### config.mk
export PLATFORM = sky130hd
export DESIGN_NAME = cnt_sched
export DESIGN_NICKNAME = d
export VERILOG_FILES = /design/src/rtl/cnt_sched.sv
export SDC_FILE = /design/constraint.sdc
export NUM_CORES = 1
export LEC_CHECK = 0
export CAP_MARGIN = 10
export CORE_MARGIN = 3
export CORE_UTILIZATION = 44
export CTS_BUF_LIST = sky130_fd_sc_hd__clkbuf_16
export DETAILED_ROUTE_END_ITERATION = 16
export GPL_ROUTABILITY_DRIVEN = 1
export GPL_TIMING_DRIVEN = 0
export PLACE_DENSITY = 0.72
export SLEW_MARGIN = 25
export SYNTH_ARGS = -nofsm -noshare
export SYNTH_HDL_FRONTEND = slang
export SYNTH_SLANG_ARGS = --single-unit
### constraint.sdc
create_clock -name Clk -period 1.7 [get_ports Clk]
set_input_delay 0.255 -clock Clk [delete_from_list [all_inputs] [get_ports Clk]]
set_output_delay 0.255 -clock Clk [all_outputs]
set_load 0.1 [all_outputs]
### src/rtl/cnt_sched.sv
// Two-requester round-robin scheduler driving the shared seconds-counter Slt/En.
// Define CNT_SCHED_STATS_EN to add the EnCycles/Grants0/Grants1 statistics outputs.
module cnt_sched #(
  parameter int LEN_W = 8,
  parameter int DIV1  = 4
) (
  input  logic             Clk,
  input  logic             Reset,
  input  logic             Req0,
  input  logic [LEN_W-1:0] Len0,
  input  logic             Req1,
  input  logic [LEN_W-1:0] Len1,
  output logic             Gnt0,
  output logic             Gnt1,
  output logic             Done0,
  output logic             Done1,
  output logic             Slt,
  output logic             En,
`ifdef CNT_SCHED_STATS_EN
  output logic [31:0]      EnCycles,
  output logic [15:0]      Grants0,
  output logic [15:0]      Grants1,
`endif
  output logic             Busy
);

  localparam int SH = $clog2(DIV1);
  localparam int CW = LEN_W + SH;

  typedef enum logic [1:0] {IDLE, SETUP, RUN, DONE} state_t;

  state_t        state, stateNext;
  logic          owner, ownerNext;
  logic          lastServed, lastServedNext;
  logic [CW-1:0] cnt, cntNext;
  logic          gnt0Next, gnt1Next, doneNext, sltNext, enNext, busyNext;
  logic          ownerReq, pick;

  assign ownerReq = owner ? Req1 : Req0;
  // With both requesting, the one not served last wins; otherwise whoever asks.
  assign pick     = (Req0 && Req1) ? ~lastServed : Req1;

  always_comb begin
    stateNext      = state;
    ownerNext      = owner;
    lastServedNext = lastServed;
    cntNext        = cnt;
    gnt0Next       = 1'b0;
    gnt1Next       = 1'b0;
    doneNext       = 1'b0;
    sltNext        = 1'b0;
    enNext         = 1'b0;
    busyNext       = 1'b0;
    case (state)
      IDLE: begin
        if (Req0 || Req1) begin
          stateNext = SETUP;
          ownerNext = pick;
          cntNext   = pick ? (CW'(Len1) << SH) : CW'(Len0);
          gnt0Next  = ~pick;
          gnt1Next  = pick;
          sltNext   = pick;
          busyNext  = 1'b1;
        end
      end
      SETUP: begin
        if (!ownerReq) begin
          stateNext = IDLE;
        end else begin
          gnt0Next = ~owner;
          gnt1Next = owner;
          sltNext  = owner;
          busyNext = 1'b1;
          if (cnt == '0) begin
            stateNext = DONE;
            doneNext  = 1'b1;
          end else begin
            stateNext = RUN;
            enNext    = 1'b1;
          end
        end
      end
      RUN: begin
        if (!ownerReq) begin
          stateNext = IDLE;
        end else begin
          gnt0Next = ~owner;
          gnt1Next = owner;
          sltNext  = owner;
          busyNext = 1'b1;
          cntNext  = cnt - CW'(1);
          if (cnt == CW'(1)) begin
            stateNext = DONE;
            doneNext  = 1'b1;
          end else begin
            enNext = 1'b1;
          end
        end
      end
      DONE: begin
        stateNext      = IDLE;
        lastServedNext = owner;
      end
      default: stateNext = IDLE;
    endcase
  end

  // Reset leaves lastServed at 1 so the first contention goes to requester 0.
  always_ff @(posedge Clk) begin
    if (Reset) begin
      state      <= IDLE;
      owner      <= 1'b0;
      lastServed <= 1'b1;
      cnt        <= '0;
      Gnt0       <= 1'b0;
      Gnt1       <= 1'b0;
      Done0      <= 1'b0;
      Done1      <= 1'b0;
      Slt        <= 1'b0;
      En         <= 1'b0;
      Busy       <= 1'b0;
    end else begin
      state      <= stateNext;
      owner      <= ownerNext;
      lastServed <= lastServedNext;
      cnt        <= cntNext;
      Gnt0       <= gnt0Next;
      Gnt1       <= gnt1Next;
      Done0      <= doneNext & ~ownerNext;
      Done1      <= doneNext & ownerNext;
      Slt        <= sltNext;
      En         <= enNext;
      Busy       <= busyNext;
    end
  end

`ifdef CNT_SCHED_STATS_EN
  // Statistics count registered En cycles and Done pulses; all wrap naturally.
  always_ff @(posedge Clk) begin
    if (Reset) begin
      EnCycles <= '0;
      Grants0  <= '0;
      Grants1  <= '0;
    end else begin
      if (En)    EnCycles <= EnCycles + 32'd1;
      if (Done0) Grants0  <= Grants0 + 16'd1;
      if (Done1) Grants1  <= Grants1 + 16'd1;
    end
  end
`endif

endmodule

==> summary.txt, run 1 <==
Power and ir drop
  – IR Drop Worst-Case VDD: 0.000910 V
  – P_int: 1.20 mW
  – Pleak: 0.709 nW
  – Part of the power in registers: 32.0%
  – Sw Ratio: 31.0%
  – NetSw: 0.539 mW
  – Power per cell area: 966 nW/um2
  – Comb pwr share: 30.9%
  – Clock network power share: 37.0%

Global route
  – Vias in the first global route: 1212
  – GRT Overall Usage: 21.2%
  – Initial antenna violation count: 0
  – Grt ovf: 0
  – Largest net degree at the start of global routing: 13
  – First-pass GRT wire length: 5690 um

Die
  – Die Wd: 60.0 um
  – I/O pins: 27
  – Die H: 60.0 um
  – Initial Util: 48.8%
  – Core Footprint: 2640 um2
  – Full die area: 3600 um2
  – Row count: 18

Final layout
  – Post-Route Utilization: 68.5%
  – Area Growth Syn to Fin: 40.4%
  – Area of the multi-input gates: 877 um2
  – Ant. Diodes: 0
  – Nets: 211
  – Layout cells sized above 1: 25.7%
  – Fin cells: 213
  – Fillers: 212
  – Storage cell area: 409 um2

STA
  – Fmax: 605 MHz
  – Setup Viol. Count Final: 0
  – Tightest Pin Transition: 0.955 ns
  – Setup Skew: 0.00261 ns
  – Slew margin rel.: 36.6%
  – Final period util: 97.2%
  – Slew Limit Fails: 0
  – Final hold viol count: 0
  – Clock period minus worst slack: 1.65 ns
  – RSZ-0062 raised after global routing: false

Clock tree
  – CTS Buf Count: 3
  – # clock sinks: 20
  – H-tree depth: 1
  – Clk slew on worst S/H paths: 0.06 ns
  – Clock root buffer: clkbuf_16
  – Worst-skew pair later-pin latency: 0.25 ns
  – Deepest clock path buffer count: 2
  – CTS tree: done

Critical path
  – FF-to-FF setup slack: 0.06 ns
  – CP startpoint kind: register
  – Crit end category: output port
  – Max stage delay on crit path: 0.84 ns
  – Worst EP required: 1.44 ns
  – Cells along the critical path: dlygate4sd2_1
  – Critical path class: register to output port
  – Crit Path Max Fanout: 1
  – CP bufs+invs: 1
  – Worst EP arrival: 1.40 ns
  – CP top delay family: buffers and inverters
  – CP max stage cell: dlygate4sd2_1

Flow run
  – Max-Cap Viols: 0

Synthesis
  – Most frequent cells after synthesis: dfxtp_1 (20), a21oi_1 (13), inv_1 (11), o21ai_0 (11), nand2_1 (8)
  – Avg Inst Size Synth: 8.57 um2
  – Top cells by area, synth: dfxtp_1 (31%), ha_1 (6.8%), a21oi_1 (5.1%)
  – Synthesis warning total: 0
  – Primary FF master, synth: dfxtp_1
  – Cell with the most instances after synthesis: dfxtp_1
  – Synthesized net count: 177
  – Library cells used by synthesis: 50
  – Yosys reg bits: 20
  – Syn Inst Count: 150
  – Cell taking the most area after synthesis: dfxtp_1
  – Synth async-reset ratio: 0%
  – Post-synth EDFFs: 0
  – Post-synthesis sequential area ratio: 31.2%
  – Top-area cell type share of the netlist area: 31.2%
  – Cell Area, Synth: 1280 um2

Route
  – DR vias/cell: 6.07
  – Final WL: 3580 um
  – DR vias: 1292
  – Wire per inst: 16.8 um
  – DRC Markers: 0
  – Initial DRT Pass Iterations: 4
  – Initial DRC Count: 59
  – ANT nets after route: 0

Run status
  – Status: finished clean

Placed design
  – Port bufs: 25
  – Placed Cells: 205
  – DPL Wire Length: 2480 um
  – Routability Congestion: 0.868

Hold path
  – Worst Hold Class: primary input to register
==> stage by stage <==
| stage | power, mW | TNS (ns) | hold slack, ns | worst slack, ns | area, um2 |
|---|---|---|---|---|---|
| 6_report | 1.74 | 0 | 0.453 | 0.0479 | 1800 |
| 5_1_grt | 1.83 | 0 | 0.494 | 0.00866 | 1800 |
| 4_1_cts | 1.71 | -0.000710 | 0.427 | -0.000710 | 1750 |
| 3_5_place_dp | 1.03 | -4.36 | 0.517 | -0.514 | 1580 |
| 3_3_place_gp | 1.02 | -3.94 | 0.517 | -0.487 | 1580 |
| 2_1_floorplan | 0.892 | 0 | 0.423 | 0.0167 | 1290 |
==> final cells by class <==
| cell class | instances | area share (%) |
|---|---|---|
| Clock inverter | 1 | 1.66 |
| Sequential cell | 20 | 22.7 |
| Inverter | 11 | 2.29 |
| Tap cell | 30 | 2.08 |
| Multi-Input combinational cell | 109 | 48.6 |
| Timing Repair Buffer | 29 | 14.8 |
| Buffer | 10 | 3.74 |
| Clock buffer | 3 | 4.16 |
==> final timing paths <==
| kind | from | to | cells after the start |
|---|---|---|---|
| setup / recovery | Gnt0 | Gnt0 | 1 |
| setup reg to reg | owner | Done0 | 5 |
| hold reg to reg | cnt[7] | cnt[7] | 2 |
| hold / removal | Reset | cnt[2] | 2 |
==> cells in the final DEF (no fill, tap or decap), types with 2 or more instances in the layout <==
cell             netlist  final
nor4_1                 4      4
dlygate4sd2_1          0      5
nor3_1                 6      5
clkbuf_1               6      2
or4_4                  2      3
clkdlybuf4s15_1        0      2
a211oi_1               4      4
a221oi_2               1      2
o21ai_0               11     10
clkdlybuf4s50_1        0     16
mux2_2                 5      5
nor2_1                 7      7
ha_1                   7      5
clkbuf_2               0      4
nand2_1                8      8
nand3_1                3      3
a21oi_1               13     13
o211ai_1               4      4
clkbuf_16              0      3
dfxtp_4                0      2
nand4_1                2      2
a32oi_1                2      2
dfxtp_1               20     17
buf_4                  2      7
nor4_4                 1      2
inv_1                 11     10
==> what timing repair did <==
action | in CTS | in global routing
gates resized for setup | 25 | 15
hold endpoints to repair | 0 | 0
hold buffers | 0 | 0
pin swaps | 0 | 2
buffers inserted | 3 | 1
setup endpoints to repair | 20 | 14
==> power by group through the flow <==
stage	Combinational, mW	Sequential [mW]	Clock [mW]
after floorplan	0.276	0.615	0
after global placement	0.464	0.558	0
after detailed placement	0.469	0.560	0
after CTS	0.499	0.553	0.653
after global routing	0.580	0.563	0.685
final	0.539	0.558	0.645
==> logic make-up (layout without fill, tap and decap cells) <==
kind of cell    after synthesis  in the layout  share of synthesized area [%]
compound gates               52             52                           28.0
mux                           7              7                           5.94
flops                        20             20                           31.2
buf+inv                      21             54                           7.40
fa+ha+maj                     7              7                           6.82
simple gates                 43             43                           20.6
==> layer usage <==
metal  track usage, %  vias up  part of all wire [%]
li1                 -      648                     -
met1             27.8      588                    45
met2             31.6       48                    46
met3             6.05        8                   6.4
met4             10.4        0                   2.4
met5                0        -                     0
==> registers in the layout, indices dropped and copies added (netlist names) <==
register	count
Done0	1
Gnt0	1
Done1	1
cnt	10
lastServed	1
En	1
owner	1
Busy	1
state	2
Slt	1
Power figures use the tool's default switching activity.
==> run 2, diff against run 1 <==
--- a/config.mk
+++ b/config.mk
@@ -5,14 +5,15 @@
 export SDC_FILE = /design/constraint.sdc
 export NUM_CORES = 1
 export LEC_CHECK = 0
-export CAP_MARGIN = 10
+export CAP_MARGIN = 20
 export CORE_MARGIN = 3
-export CORE_UTILIZATION = 44
+export CORE_UTILIZATION = 35
 export CTS_BUF_LIST = sky130_fd_sc_hd__clkbuf_16
 export DETAILED_ROUTE_END_ITERATION = 16
 export GPL_ROUTABILITY_DRIVEN = 1
 export GPL_TIMING_DRIVEN = 0
-export PLACE_DENSITY = 0.72
+export PLACE_DENSITY = 0.6
+export SETUP_SLACK_MARGIN = 0.1
 export SLEW_MARGIN = 25
 export SYNTH_ARGS = -nofsm -noshare
 export SYNTH_HDL_FRONTEND = slang
==> run 2 against run 1 <==
Combinational power increased by 19%. Largest power group unchanged. Non-clock buffer count increased by 16. Fmax decreased by 0.12%. Via count increased by 6.4%. Register-to-register slack about the same. Largest cell class unchanged. Critical path depth increased by 4. First-iteration DRC count increased by 42%. Core utilization decreased by 9.5 points.
==> summary.txt, run 2 (same netlist as run 1, synthesis figures left out) <==
Critical path
  – Max stage delay on crit path: 0.56 ns (-0.28 ns)
  – Critical path class: register to register
  – Crit Path Max Fanout: 4 (+3)
  – CP max stage cell: or4_4
  – Worst EP arrival: 1.80 ns (+0.40 ns)
  – Cells along the critical path: buf_6 -> or4_4 -> nor3_4 -> nor4_2 -> a221o_1
  – CP startpoint kind: register
  – Worst EP required: 1.84 ns (+0.40 ns)
  – Crit end category: register

Global route
  – First-pass GRT wire length: 5970 um (+5.0%)
  – Largest net degree at the start of global routing: 13 (unchanged)
  – Grt ovf: 0 (unchanged)
  – Vias in the first global route: 1270 (+4.8%)
  – Initial antenna violation count: 0 (unchanged)
  – GRT Overall Usage: 17.5% (-3.7 points)

STA
  – Setup Skew: 0.00197 ns (-0.000642 ns)
  – Final period util: 97.3% (+0.12 points)
  – Final hold viol count: 0 (unchanged)
  – Slew margin rel.: 59.7% (+23 points)
  – WHS: 0.408 ns (-0.0448 ns)
  – Slew Limit Fails: 0 (unchanged)
  – Clock period minus worst slack: 1.65 ns (+0.00199 ns)
  – Tightest Pin Transition: 0.604 ns (-0.351 ns)
  – RSZ-0062 raised after global routing: true
  – Setup Viol. Count Final: 0 (unchanged)
  – Fmax: 605 MHz (-0.12%)

Final layout
  – Biggest register: cnt
  – Nets: 227 (+7.6%)
  – Ant. Diodes: 0 (unchanged)
  – Commonest cells after routing, fill and taps aside: buf_4 (23), clkdlybuf4s50_1 (16), a21oi_1 (13)
  – Max FFs per register: 10 (unchanged)
  – Largest registers: cnt x10, state x2
  – Layout cells sized above 1: 41.2% (+16 points)
  – Area Growth Syn to Fin: 58.0%
  – Commonest non-fill, non-tap cell in the layout: buf_4
  – Final instance area: 2030 um2 (+13%)

Route
  – Wire per inst: 16.1 um (-4.4%)
  – DRC Markers: 0 (unchanged)
  – Initial DRT Pass Iterations: 4 (unchanged)
  – DR vias/cell: 5.61 (-7.5%)
  – ANT nets after route: 0 (unchanged)
  – Final WL: 3940 um (+9.9%)
  – Initial DRC Count: 84 (+42%)
  – DR vias: 1375 (+6.4%)

Clock tree
  – CTS tree: done
  – H-tree depth: 1 (unchanged)
  – Clk slew on worst S/H paths: 0.06 ns (about the same)
  – Worst-skew pair later-pin latency: 0.26 ns (about the same)
  – Hold_buf cts: 0 (unchanged)
  – Deepest clock path buffer count: 2 (unchanged)
  – # clock sinks: 20 (unchanged)
  – CTS Buf Count: 3 (unchanged)
  – Clock root buffer: clkbuf_16

Placed design
  – Placed inst area: 1610 um2 (+1.8%)
  – Port bufs: 25 (unchanged)
  – DPL Wire Length: 2570 um (+3.7%)
  – Routability Congestion: 0.841 (-3.0%)

Die
  – I/O pins: 27 (unchanged)
  – Die Wd: 66.6 um (+11%)
  – Row count: 21 (+3)
  – Core Footprint: 3440 um2 (+31%)
  – Die H: 66.6 um (+11%)
  – Full die area: 4430 um2 (+23%)
  – Initial Util: 37.3% (-11 points)

Run status
  – Status: finished clean

Hold path
  – Worst Hold Class: primary input to register

Flow run
  – Max-Cap Viols: 0 (unchanged)

Power and ir drop
  – IR Drop Worst-Case VDD: 0.000396 V (-56%)
  – Power per cell area: 913 nW/um2 (-5.5%)
  – Pleak: 0.780 nW (+10%)
run 2: cell types whose count changed in the layout (fill, tap and decap cells not counted), sizes merged:
cell           previous run  this run
inv                      11        10
dlygate4sd2               5         0
clkdlybuf4s15             2         7
clkbuf                   10         9
buf                       9        26
clkinvlp                  0         1
run 2: final cells by class:
type	count	area, um2
inverters	11	45.0
clock buffers	3	75.1
clock inverters	1	30.0
multi-input cells	109	926
fillers	298	1410
flip-flops and latches	20	415
repair buffers	45	399
plain buffers	10	82.6
well taps	46	57.6
run 2: worst paths after layout:
kind	from	endpoint	slack [ns]	cells past startpoint
setup / recovery	cnt[4]	cnt[9]	0.05	5
hold reg to reg	cnt[0]	cnt[0]	0.51	2
setup reg to reg	cnt[4]	cnt[9]	0.05	5
hold / removal	Req0	Gnt0	0.41	2
run 2: per-layer routing:
metal	share of wire (%)	track usage, %	routed length [um]	vias up
li1	-	-	-	671
met1	42	23.2	1660	648
met2	49	28.6	1930	47
met3	6.5	2.87	257	9
met4	2.4	5.84	96	0
met5	0	0	0	-
run 2: critical path: cells and delay by family (launching register included):
| kind | cells | cell delay (ns) |
|---|---|---|
| buf+inv | 1 | 0.12 |
| compound gates | 1 | 0.27 |
| simple gates | 3 | 0.83 |
| flops | 1 | 0.31 |
run 2: power breakdown:
part,internal [mW],switching (mW),total (mW)
combinational,0.297,0.342,0.639
sequential,0.511,0.0499,0.561
clock,0.468,0.186,0.653
run 2: through the flow:
stage / cells / total power, mW / setup slack [ns] / utilization (%) / TNS (ns)
floorplan: 150 / 0.894 / 0.103 / - / 0
CTS: 232 / 1.76 / 0.0374 / 53.5 / 0
finish: 245 / 1.85 / 0.0459 / 59.0 / 0
detailed placement: 221 / 1.04 / -0.521 / 46.7 / -4.39
global route: 245 / 1.95 / -0.0128 / 59.0 / -0.0128
global placement: 221 / 1.03 / -0.504 / 46.7 / -4.36
run 2: repair_timing:
action                                  4_1_cts  5_1_grt
resized for setup                            43       34
setup buffers                                 7       13
endpoints found under the setup margin       21       14
pin swaps                                     4        8
==> run 3, diff against run 2 <==
--- a/config.mk
+++ b/config.mk
@@ -6,7 +6,7 @@
 export NUM_CORES = 1
 export LEC_CHECK = 0
 export CAP_MARGIN = 20
-export CORE_MARGIN = 3
+export CORE_MARGIN = 4
 export CORE_UTILIZATION = 35
 export CTS_BUF_LIST = sky130_fd_sc_hd__clkbuf_16
 export DETAILED_ROUTE_END_ITERATION = 16
==> run 3 against run 2 <==
Wire length is 9.4% higher. Clock power increased by 1%. Sequential power is 0.7% higher. Combinational power rose by 3.8%. Largest cell class unchanged. Critical endpoint unchanged. Design area up 1.2%. Sequential share of layout area down 0.24 points. Non-clock buffer count is 3 lower. Highest routed layer unchanged.
==> summary.txt, run 3 (same netlist as run 1, synthesis figures left out) <==
Critical path
  – Worst EP required: 1.84 ns (about the same)
  – Cell repeated most along the worst path: buf_4
  – CP top delay family: buffers and inverters
  – Crit end category: register
  – Worst EP arrival: 1.82 ns (+0.02 ns)
  – CP bufs+invs: 4 (+3)
  – CP Launch Point: state[0]
  – Critical path class: register to register
  – CP max stage cell: dfxtp_4
  – Max stage delay on crit path: 0.36 ns (-0.20 ns)
  – CP startpoint kind: register
  – Cells along the critical path: inv_6 -> ha_4 -> buf_4 -> clkinvlp_4 -> buf_4 -> nand4_1 -> o21ai_0 -> a221o_1
  – Crit Path Max Fanout: 5 (+1)
  – Reg2reg start: state[0]

STA
  – Setup TNS: 0 ns (unchanged)
  – RSZ-0062 raised after global routing: true
  – Fmax: 593 MHz (-1.8%)
  – Setup Skew: 0.0110 ns (+0.00908 ns)
  – Tightest Pin Transition: 0.623 ns (+0.0183 ns)
  – Final period util: 99.1% (+1.8 points)
  – Final hold viol count: 0 (unchanged)
  – Clock period minus worst slack: 1.68 ns (+0.0309 ns)
  – Slew Limit Fails: 0 (unchanged)
  – Setup Viol. Count Final: 0 (unchanged)
  – Slew margin rel.: 58.5% (-1.2 points)

Final layout
  – Commonest non-fill, non-tap cell in the layout: buf_4
  – Biggest register: cnt
  – Layout cells sized above 1: 42.9% (+1.7 points)
  – Final instance area: 2050 um2 (+1.2%)
  – Nets: 224 (-1.3%)
  – Fillers: 303 (+1.7%)
  – Commonest cells after routing, fill and taps aside: buf_4 (17), clkdlybuf4s50_1 (16), dfxtp_1 (14)
  – Ant. Diodes: 0 (unchanged)
  – Area Growth Syn to Fin: 59.9%
  – Post-Route Utilization: 59.7% (+0.69 points)
  – Largest registers: cnt x10, state x2
  – Max FFs per register: 10 (unchanged)

Route
  – Initial DRT Pass Iterations: 4 (unchanged)
  – DR vias/cell: 5.74 (+2.3%)
  – Wire per inst: 17.8 um (+11%)
  – DR vias: 1390 (+1.1%)
  – Initial DRC Count: 92 (+9.5%)
  – ANT nets after route: 0 (unchanged)
  – DRC Markers: 0 (unchanged)
  – Final WL: 4310 um (+9.4%)

Die
  – Core Footprint: 3440 um2 (unchanged)
  – Die Wd: 68.6 um (+3.0%)
  – Initial Util: 37.3% (unchanged)
  – I/O pins: 27 (unchanged)
  – Row count: 21 (unchanged)
  – Die H: 68.6 um (+3.0%)
  – Full die area: 4700 um2 (+6.1%)

Global route
  – Grt ovf: 0 (unchanged)
  – Vias in the first global route: 1296 (+2.0%)
  – First-pass GRT wire length: 6350 um (+6.5%)
  – GRT Overall Usage: 18.1% (+0.63 points)
  – Largest net degree at the start of global routing: 13 (unchanged)
  – Initial antenna violation count: 0 (unchanged)

Hold path
  – Worst hold start: Req0
  – Worst Hold Class: primary input to register

Clock tree
  – Worst-skew pair later-pin latency: 0.26 ns (about the same)
  – CTS tree: done
  – Clock root buffer: clkbuf_16
  – Deepest clock path buffer count: 2 (unchanged)
  – # clock sinks: 20 (unchanged)
  – H-tree depth: 1 (unchanged)
  – Clk slew on worst S/H paths: 0.07 ns (about the same)
  – CTS Buf Count: 3 (unchanged)

Power and ir drop
  – Overall power: 1.89 mW (+1.9%)
  – Power per cell area: 919 nW/um2 (+0.71%)
  – IR Drop Worst-Case VDD: 0.000761 V (+92%)
  – Pleak: 0.776 nW (-0.53%)

Placed design
  – Port bufs: 25 (unchanged)
  – Routability Congestion: 0.847 (+0.73%)
  – DPL Wire Length: 2570 um (about the same)
  – Placed inst area: 1610 um2 (unchanged)

Flow run
  – Max-Cap Viols: 0 (unchanged)

Run status
  – Status: finished clean
==> run 3: worst register-to-register path, stage by stage (launching register included) <==
cell and delay (ns):
dfxtp_4 0.36, inv_6 0.08, ha_4 0.16, buf_4 0.12, clkinvlp_4 0.14, buf_4 0.18
nand4_1 0.07, o21ai_0 0.11, a221o_1 0.35
==> run 3: area by class of cell <==
type                       count  area, um2  share of cell area (%)
clock inverter                 1       30.0                    1.46
multi-input combinational    109        953                    46.4
tap                           46       57.6                    2.80
buffer                        10       80.1                    3.90
timing repair buffer          42        393                    19.1
inverter                      11       50.0                    2.44
clock buffer                   3       75.1                    3.65
sequential                    20        415                    20.2
==> run 3: worst paths after layout <==
check	slack, ns	to	depth (start not counted)
worst max-delay path	0.02	cnt[9]	8
worst min-delay path	0.41	Gnt0	2
worst max register to register	0.02	cnt[9]	8
worst min register to register	0.52	cnt[0]	2
==> run 3: what timing repair did <==
action / in CTS / in global routing
resized for setup: 48 / 32
gates cloned: 0 / 1
endpoints found under the setup margin: 22 / 14
hold buffers: 0 / 0
setup buffers: 9 / 7
pin swaps: 3 / 7
endpoints found under the hold margin: 0 / 0
==> run 3: metal layers <==
layer	vias to the layer above	track usage (%)	wire length, um
met3	8	4.05	266
li1	661	-	-
met5	-	0	0
met1	671	24.1	1860
met4	0	2.98	43
met2	50	30.3	2140
==> run 3: power by group <==
part	internal (mW)	switching, mW
Sequential	0.510	0.0553
Combinational	0.296	0.367
Clock	0.468	0.193
==> run 3: metrics by stage <==
step	setup WS [ns]	cells	hold slack, ns
3_3_place_gp	-0.511	221	0.513
3_5_place_dp	-0.524	221	0.536
5_1_grt	-0.0202	242	0.425
2_1_floorplan	0.103	150	0.423
4_1_cts	0.00860	234	0.431
6_report	0.0151	242	0.405
